$ cat src/rtl/seg7_pkg.sv
// seg7_pkg: character codes, glyph types and the code-to-segment decode table
// shared by the 7-segment scan multiplexer and its decoder.
package seg7_pkg;

   typedef logic [4:0] char_t;
   typedef logic [6:0] glyph_t;   // {g,f,e,d,c,b,a}, active-high

   localparam char_t CH_H      = 5'd16;
   localparam char_t CH_J      = 5'd17;
   localparam char_t CH_R      = 5'd18;
   localparam char_t CH_N      = 5'd19;
   localparam char_t CH_U      = 5'd20;
   localparam char_t CH_P      = 5'd21;
   localparam char_t CH_L      = 5'd22;
   localparam char_t CH_G      = 5'd23;
   localparam char_t CH_Y      = 5'd24;
   localparam char_t CH_T      = 5'd25;
   localparam char_t CH_O      = 5'd26;
   localparam char_t CH_C      = 5'd27;
   localparam char_t CH_DASH   = 5'd28;
   localparam char_t CH_UNDER  = 5'd29;
   localparam char_t CH_BLANK  = 5'd30;
   localparam char_t CH_BLANK2 = 5'd31;

   function automatic glyph_t decode(input char_t code);
      glyph_t g;
      case (code)
         5'h00:     g = 7'h3F;
         5'h01:     g = 7'h06;
         5'h02:     g = 7'h5B;
         5'h03:     g = 7'h4F;
         5'h04:     g = 7'h66;
         5'h05:     g = 7'h6D;
         5'h06:     g = 7'h7D;
         5'h07:     g = 7'h07;
         5'h08:     g = 7'h7F;
         5'h09:     g = 7'h6F;
         5'h0A:     g = 7'h77;
         5'h0B:     g = 7'h7C;
         5'h0C:     g = 7'h39;
         5'h0D:     g = 7'h5E;
         5'h0E:     g = 7'h79;
         5'h0F:     g = 7'h71;
         CH_H:      g = 7'h76;
         CH_J:      g = 7'h1E;
         CH_R:      g = 7'h50;
         CH_N:      g = 7'h54;
         CH_U:      g = 7'h3E;
         CH_P:      g = 7'h73;
         CH_L:      g = 7'h38;
         CH_G:      g = 7'h3D;
         CH_Y:      g = 7'h6E;
         CH_T:      g = 7'h78;
         CH_O:      g = 7'h5C;
         CH_C:      g = 7'h58;
         CH_DASH:   g = 7'h40;
         CH_UNDER:  g = 7'h08;
         default:   g = 7'h00;
      endcase
      return g;
   endfunction

   // Slot 0 drives the leftmost digit an[3], slot 3 the rightmost an[0].
   function automatic logic [3:0] digit_enable(input logic [1:0] slot);
      return 4'b1000 >> slot;
   endfunction

endpackage

$ cat src/rtl/seg7_decode.sv
// seg7_decode: combinational character code to active-high 7-segment glyph.
module seg7_decode
   import seg7_pkg::*;
(
   input  logic [4:0] code,
   output logic [6:0] glyph
);

   always_comb begin
      glyph = decode(code);
   end

endmodule

$ cat src/rtl/seg7_scan_mux.sv
// seg7_scan_mux: four-digit common-anode scan multiplexer with once-per-frame code snapshot.
// Define SEG7_BRIGHTNESS_EN to add the `bright` input and per-slot on-time PWM.
module seg7_scan_mux
   import seg7_pkg::*;
#(
   parameter int REFRESH_DIV = 50_000,
   parameter int GUARD       = 64,
   parameter bit ACTIVE_LOW  = 1'b1
) (
   input  logic       clk,
   input  logic       reset,
   input  logic [4:0] A,
   input  logic [4:0] B,
   input  logic [4:0] C,
   input  logic [4:0] D,
   input  logic [3:0] dp_in,
   output logic [6:0] seg,
   output logic       seg_dp,
   output logic [3:0] an,
   output logic       frame_tick
`ifdef SEG7_BRIGHTNESS_EN
   ,
   input  logic [2:0] bright
`endif
);

   localparam int CW = (REFRESH_DIV > 1) ? $clog2(REFRESH_DIV) : 1;

   logic [CW-1:0] div_cnt;
   logic [1:0]    digit_idx;
   logic          first;
   char_t         snap [4];
   logic [3:0]    dp_snap;

   logic          slot_end;
   logic          load;
   logic          lit;
   logic          cur_dp;
   char_t         cur_code;
   glyph_t        glyph;
   logic [3:0]    an_sel;

`ifdef SEG7_BRIGHTNESS_EN
   logic [2:0]    bright_snap;
   logic [2:0]    cur_bright;
   logic [31:0]   on_len;
`endif

   always_comb begin
      slot_end = (div_cnt == CW'(REFRESH_DIV - 1));
      load     = first || (slot_end && (digit_idx == 2'd3));
      // first is only ever set in slot 0, so the live inputs stand in for the
      // snapshot that is being loaded this cycle.
      cur_code = first ? A : snap[digit_idx];
      cur_dp   = first ? dp_in[3] : dp_snap[~digit_idx];
      an_sel   = digit_enable(digit_idx);
      lit      = (div_cnt >= CW'(GUARD));
`ifdef SEG7_BRIGHTNESS_EN
      cur_bright = first ? bright : bright_snap;
      on_len     = ((32'(cur_bright) + 32'd1) * 32'(REFRESH_DIV - GUARD)) >> 3;
      lit        = lit && ((32'(div_cnt) - 32'(GUARD)) < on_len);
`endif
   end

   seg7_decode u_decode (
      .code  (cur_code),
      .glyph (glyph)
   );

   always_ff @(posedge clk) begin
      if (reset) begin
         div_cnt    <= '0;
         digit_idx  <= '0;
         first      <= 1'b1;
         snap[0]    <= CH_BLANK;
         snap[1]    <= CH_BLANK;
         snap[2]    <= CH_BLANK;
         snap[3]    <= CH_BLANK;
         dp_snap    <= '0;
         frame_tick <= 1'b0;
         seg        <= {7{ACTIVE_LOW}};
         seg_dp     <= ACTIVE_LOW;
         an         <= {4{ACTIVE_LOW}};
`ifdef SEG7_BRIGHTNESS_EN
         bright_snap <= 3'd7;
`endif
      end else begin
         first      <= 1'b0;
         frame_tick <= load;
         if (load) begin
            snap[0] <= A;
            snap[1] <= B;
            snap[2] <= C;
            snap[3] <= D;
            dp_snap <= dp_in;
`ifdef SEG7_BRIGHTNESS_EN
            bright_snap <= bright;
`endif
         end
         if (slot_end) begin
            div_cnt   <= '0;
            digit_idx <= digit_idx + 2'd1;
         end else begin
            div_cnt <= div_cnt + 1'b1;
         end
         seg    <= glyph ^ {7{ACTIVE_LOW}};
         seg_dp <= cur_dp ^ ACTIVE_LOW;
         an     <= (lit ? an_sel : 4'b0000) ^ {4{ACTIVE_LOW}};
      end
   end

endmodule

$ cat config.mk
export PLATFORM = sky130hd
export DESIGN_NAME = seg7_scan_mux
export DESIGN_NICKNAME = d
export VERILOG_FILES = /design/src/rtl/seg7_pkg.sv /design/src/rtl/seg7_decode.sv /design/src/rtl/seg7_scan_mux.sv
export SDC_FILE = /design/constraint.sdc
export NUM_CORES = 1
export LEC_CHECK = 0
export ABC_AREA = 0
export ABC_CLOCK_PERIOD_IN_PS = 3900
export CORE_MARGIN = 3
export CORE_UTILIZATION = 60
export CTS_BUF_LIST = sky130_fd_sc_hd__clkbuf_2
export CTS_CLUSTER_DIAMETER = 150
export DETAILED_ROUTE_END_ITERATION = 12
export PLACE_DENSITY = 0.87
export SLEW_MARGIN = 20
export SYNTH_ARGS = -nofsm -noshare
export SYNTH_HDL_FRONTEND = slang
export SYNTH_SLANG_ARGS = --single-unit
$ cat constraint.sdc
create_clock -name clk -period 3.9 [get_ports clk]
set_input_delay 0.585 -clock clk [delete_from_list [all_inputs] [get_ports clk]]
set_output_delay 0.585 -clock clk [all_outputs]
set_load 0.02 [all_outputs]
==> results.md <==
- Via count: a little over 2000
- Fmax achieved: between 300 and 400 MHz
- Syn. warnings: 0
- Post-synth EDFFs: 20
- Peak supply drop: 0.259 mV
- WL/cell: 15.7 um
- Yosys top cell area share: 27.6%
- Status: finished, final reports clean
- Layout cells sized above 1: 9.30%
- Final net count: about 340
- Comb pwr share: 14.4%
- # IOs: 39
- Ant diodes: 0
- Sw Ratio: 26.1%
- R2R Setup Slk: roughly 1 ns
- Final core occ: approximately 74%
- Initial Util: a little over three fifths
- Crit path capture: seg[3]
- Setup crit start kind: flop
- Placed Cells: 337
- Hold Fails Final Rpt: 0
- Pleak: between 1 and 1.5 nW
- Post_cts resized: 0
- Synth Cell Area: 2750 um2
- Slew Viols, Final: 0
- Core ar.: 4380 um2
- PortBufs: 38
- Gate count of the mapped netlist: 256
- Slowest-stage cell, CP: dfxtp_1
- Initial DRC count: approximately 270
- Largest net degree at the start of global routing: 34
- CP top delay family: multiplexers
- CTS tree: yes
- Number of hold buffers added after CTS: 0
- Min Clock Period, post-route: 2.90 ns
- Final setup fails: 0
- RSZ-0062 raised after global routing: no
- Distinct cells, synth: 45
- Register bit count reported by yosys: 58
- Period utilization: 74.4%
- Setup ws final: between 0.9 and 1 ns
- Die H: 73.8 um
- Drt pass-1 iters: 5
- Rows: 24
- Clock skew: 0.0236 ns
- WS Path Type: reg2reg
- Worst slew pin tran: ~0.8 ns
- GPL Wtd Cong: about 0.86
- Max-cap violations: 0
- Sequential Power Share: approximately 60%
- Inserted Clock Buffers: 9
- GRT overflow: 0
- Final WL: 5560 um
- Ys flop type: dfxtp_1
- Worst hold slack: between 0.4 and 0.5 ns
- Clk_lat worst skew: around 0.47 ns
- # H-tree levels: 3
- Design internal power: 817 uW
- WP buf/inv: 1
- Worst slew margin: 47.7%
- Worst min-delay path class: reg2reg
- Crit path max fanout: 8
- DP HPWL: ~4000 um
- Reg2Reg Depth: 7
- Final ANT Viol Nets: 0
- Clock root buffer: clkbuf_2
- Die area: 5440 um2
- Worst-path cell chain: mux4_2 -> mux2i_1 -> inv_1 -> ha_1 -> mux2_2 -> a221oi_1 -> nand3_1
- Maximum root-to-sink buffer count: 2
- CP Capture Type: flop
- Worst r2r dst: seg[3]
- Area grow syn2layout: 17.3%
- Synth area leaders: dfxtp_1, edfxtp_1, ha_1, xnor2_1, nor2_1
- Non-Filler Instances: between 300 and 400
- Post-CTS Setup Repair Bufs: 0
- Clock power share: 25.8%
- Post-synthesis cell type with the largest combined area: dfxtp_1
- Ys async rst share: 0%
- Setup TNS: 0 ns
- Clock slew at reported path FFs: 0.15 ns
- Arrival time at the worst endpoint: 3.24 ns
- Num Clock Sinks: 58
- WP data required: 4.24 ns
- Power Dens Cells: 342 nW/um2
- Antenna violations before repair: 0
- CP Depth: 7
- Register area share after synthesis: 49.4%
- Place WS: 1.06 ns
- DIE WIDTH: about 74 um
- Vias in the first global route: 2032
- Global-route wire length before repair: 9140 um
- Drt via density: around 5.8
- Switch Pwr: around 290 uW
- Post-Syn Nets: 295
- All-Layer GR Usage: between 20% and 30%
- Delay of the slowest cell on the worst path: around 0.57 ns
- Mean Syn Cell Area: 10.8 um2
- DRC viols: 0
-- power groups by stage --
stage	Clock, mW	Combinational (mW)	Sequential, mW
global route	0.315	0.174	0.664
CTS	0.293	0.159	0.661
detailed placement	0	0.158	0.675
global placement	0	0.154	0.674
floorplan	0	0.0850	0.682
finish	0.285	0.159	0.661
-- Yosys cell counts, types with 9 or more instances --
| cell | n |
|---|---|
| a21oi_1 | 9 |
| mux2i_1 | 9 |
| or3_1 | 16 |
| xnor2_1 | 12 |
| nand3_1 | 9 |
| ha_1 | 13 |
| dfxtp_1 | 38 |
| nand2_1 | 15 |
| inv_1 | 11 |
| edfxtp_1 | 20 |
| nor2_1 | 27 |
-- per-stage QoR --
step | power [mW] | area, um2
CTS | 1.11 | 3230
floorplan | 0.767 | 2750
global placement | 0.827 | 3150
detailed placement | 0.833 | 3150
global route | 1.15 | 3230
finish | 1.11 | 3230
-- state kept, by name, indices dropped and copies added (netlist names), named ones only --
name	flops
snap	20
div_cnt	16
seg	7
an	4
dp_snap	4
digit_idx	2
first	1
frame_tick	1
seg_dp	1
-- kinds of logic after synthesis --
kind of cell,after synthesis,synth area share (%)
AO/OA/AOI/OAI,38,10.8
XOR/XNOR,14,4.45
adder cells (fa/ha/maj),13,5.91
buffers and inverters,21,3.45
flip-flops,58,49.4
multiplexers,16,8.18
AND/OR/NAND/NOR,96,17.8
-- placed cells by master, fill, tap and decap left out, types with 4 or more instances in the layout --
master and count:
inv_1 11, a21oi_1 9, xnor2_1 12, nor2_1 27, and3_1 4, and2_1 5
edfxtp_1 20, a22o_1 6, dfxtp_1 38, or3_1 16, mux4_2 4, nand2_1 15
clkbuf_2 13, nand3_1 9, mux2i_1 9, clkdlybuf4s50_1 38, ha_1 13, a31oi_1 5
-- worst min-delay path by stage --
stage               slack [ns]        from    endpoint  depth (start not counted)
detailed placement        0.45  div_cnt[0]  div_cnt[0]                          1
finish                    0.48  div_cnt[0]  div_cnt[0]                          1
CTS                       0.48  div_cnt[0]  div_cnt[0]                          1
floorplan                 0.43  div_cnt[0]  div_cnt[0]                          1
global placement          0.44  div_cnt[0]  div_cnt[0]                          1
global route              0.51  div_cnt[0]  div_cnt[0]                          1
-- per-layer routing --
layer	global-route usage, %	wire length, um	vias up
li1	-	-	1000
met1	26.8	2270	951
met2	37.1	2850	97
met3	7.25	366	9
met4	8.45	65	0
met5	0	0	-
-- worst register-to-register path, stage by stage (launching register included) --
cell,delay (ns)
dfxtp_1,0.57
mux4_2,0.54
mux2i_1,0.52
inv_1,0.20
ha_1,0.31
mux2_2,0.28
a221oi_1,0.25
nand3_1,0.12
-- final cells by class --
cell class | instances | area [um2]
tap | 52 | 65.1
fill | 308 | 1150
clock inverter | 3 | 11.3
multi-input combinational | 177 | 1300
sequential | 58 | 1360
timing repair buffer | 39 | 388
clock buffer | 13 | 65.1
inverter | 11 | 41.3
(Power assumes the default switching activity.)
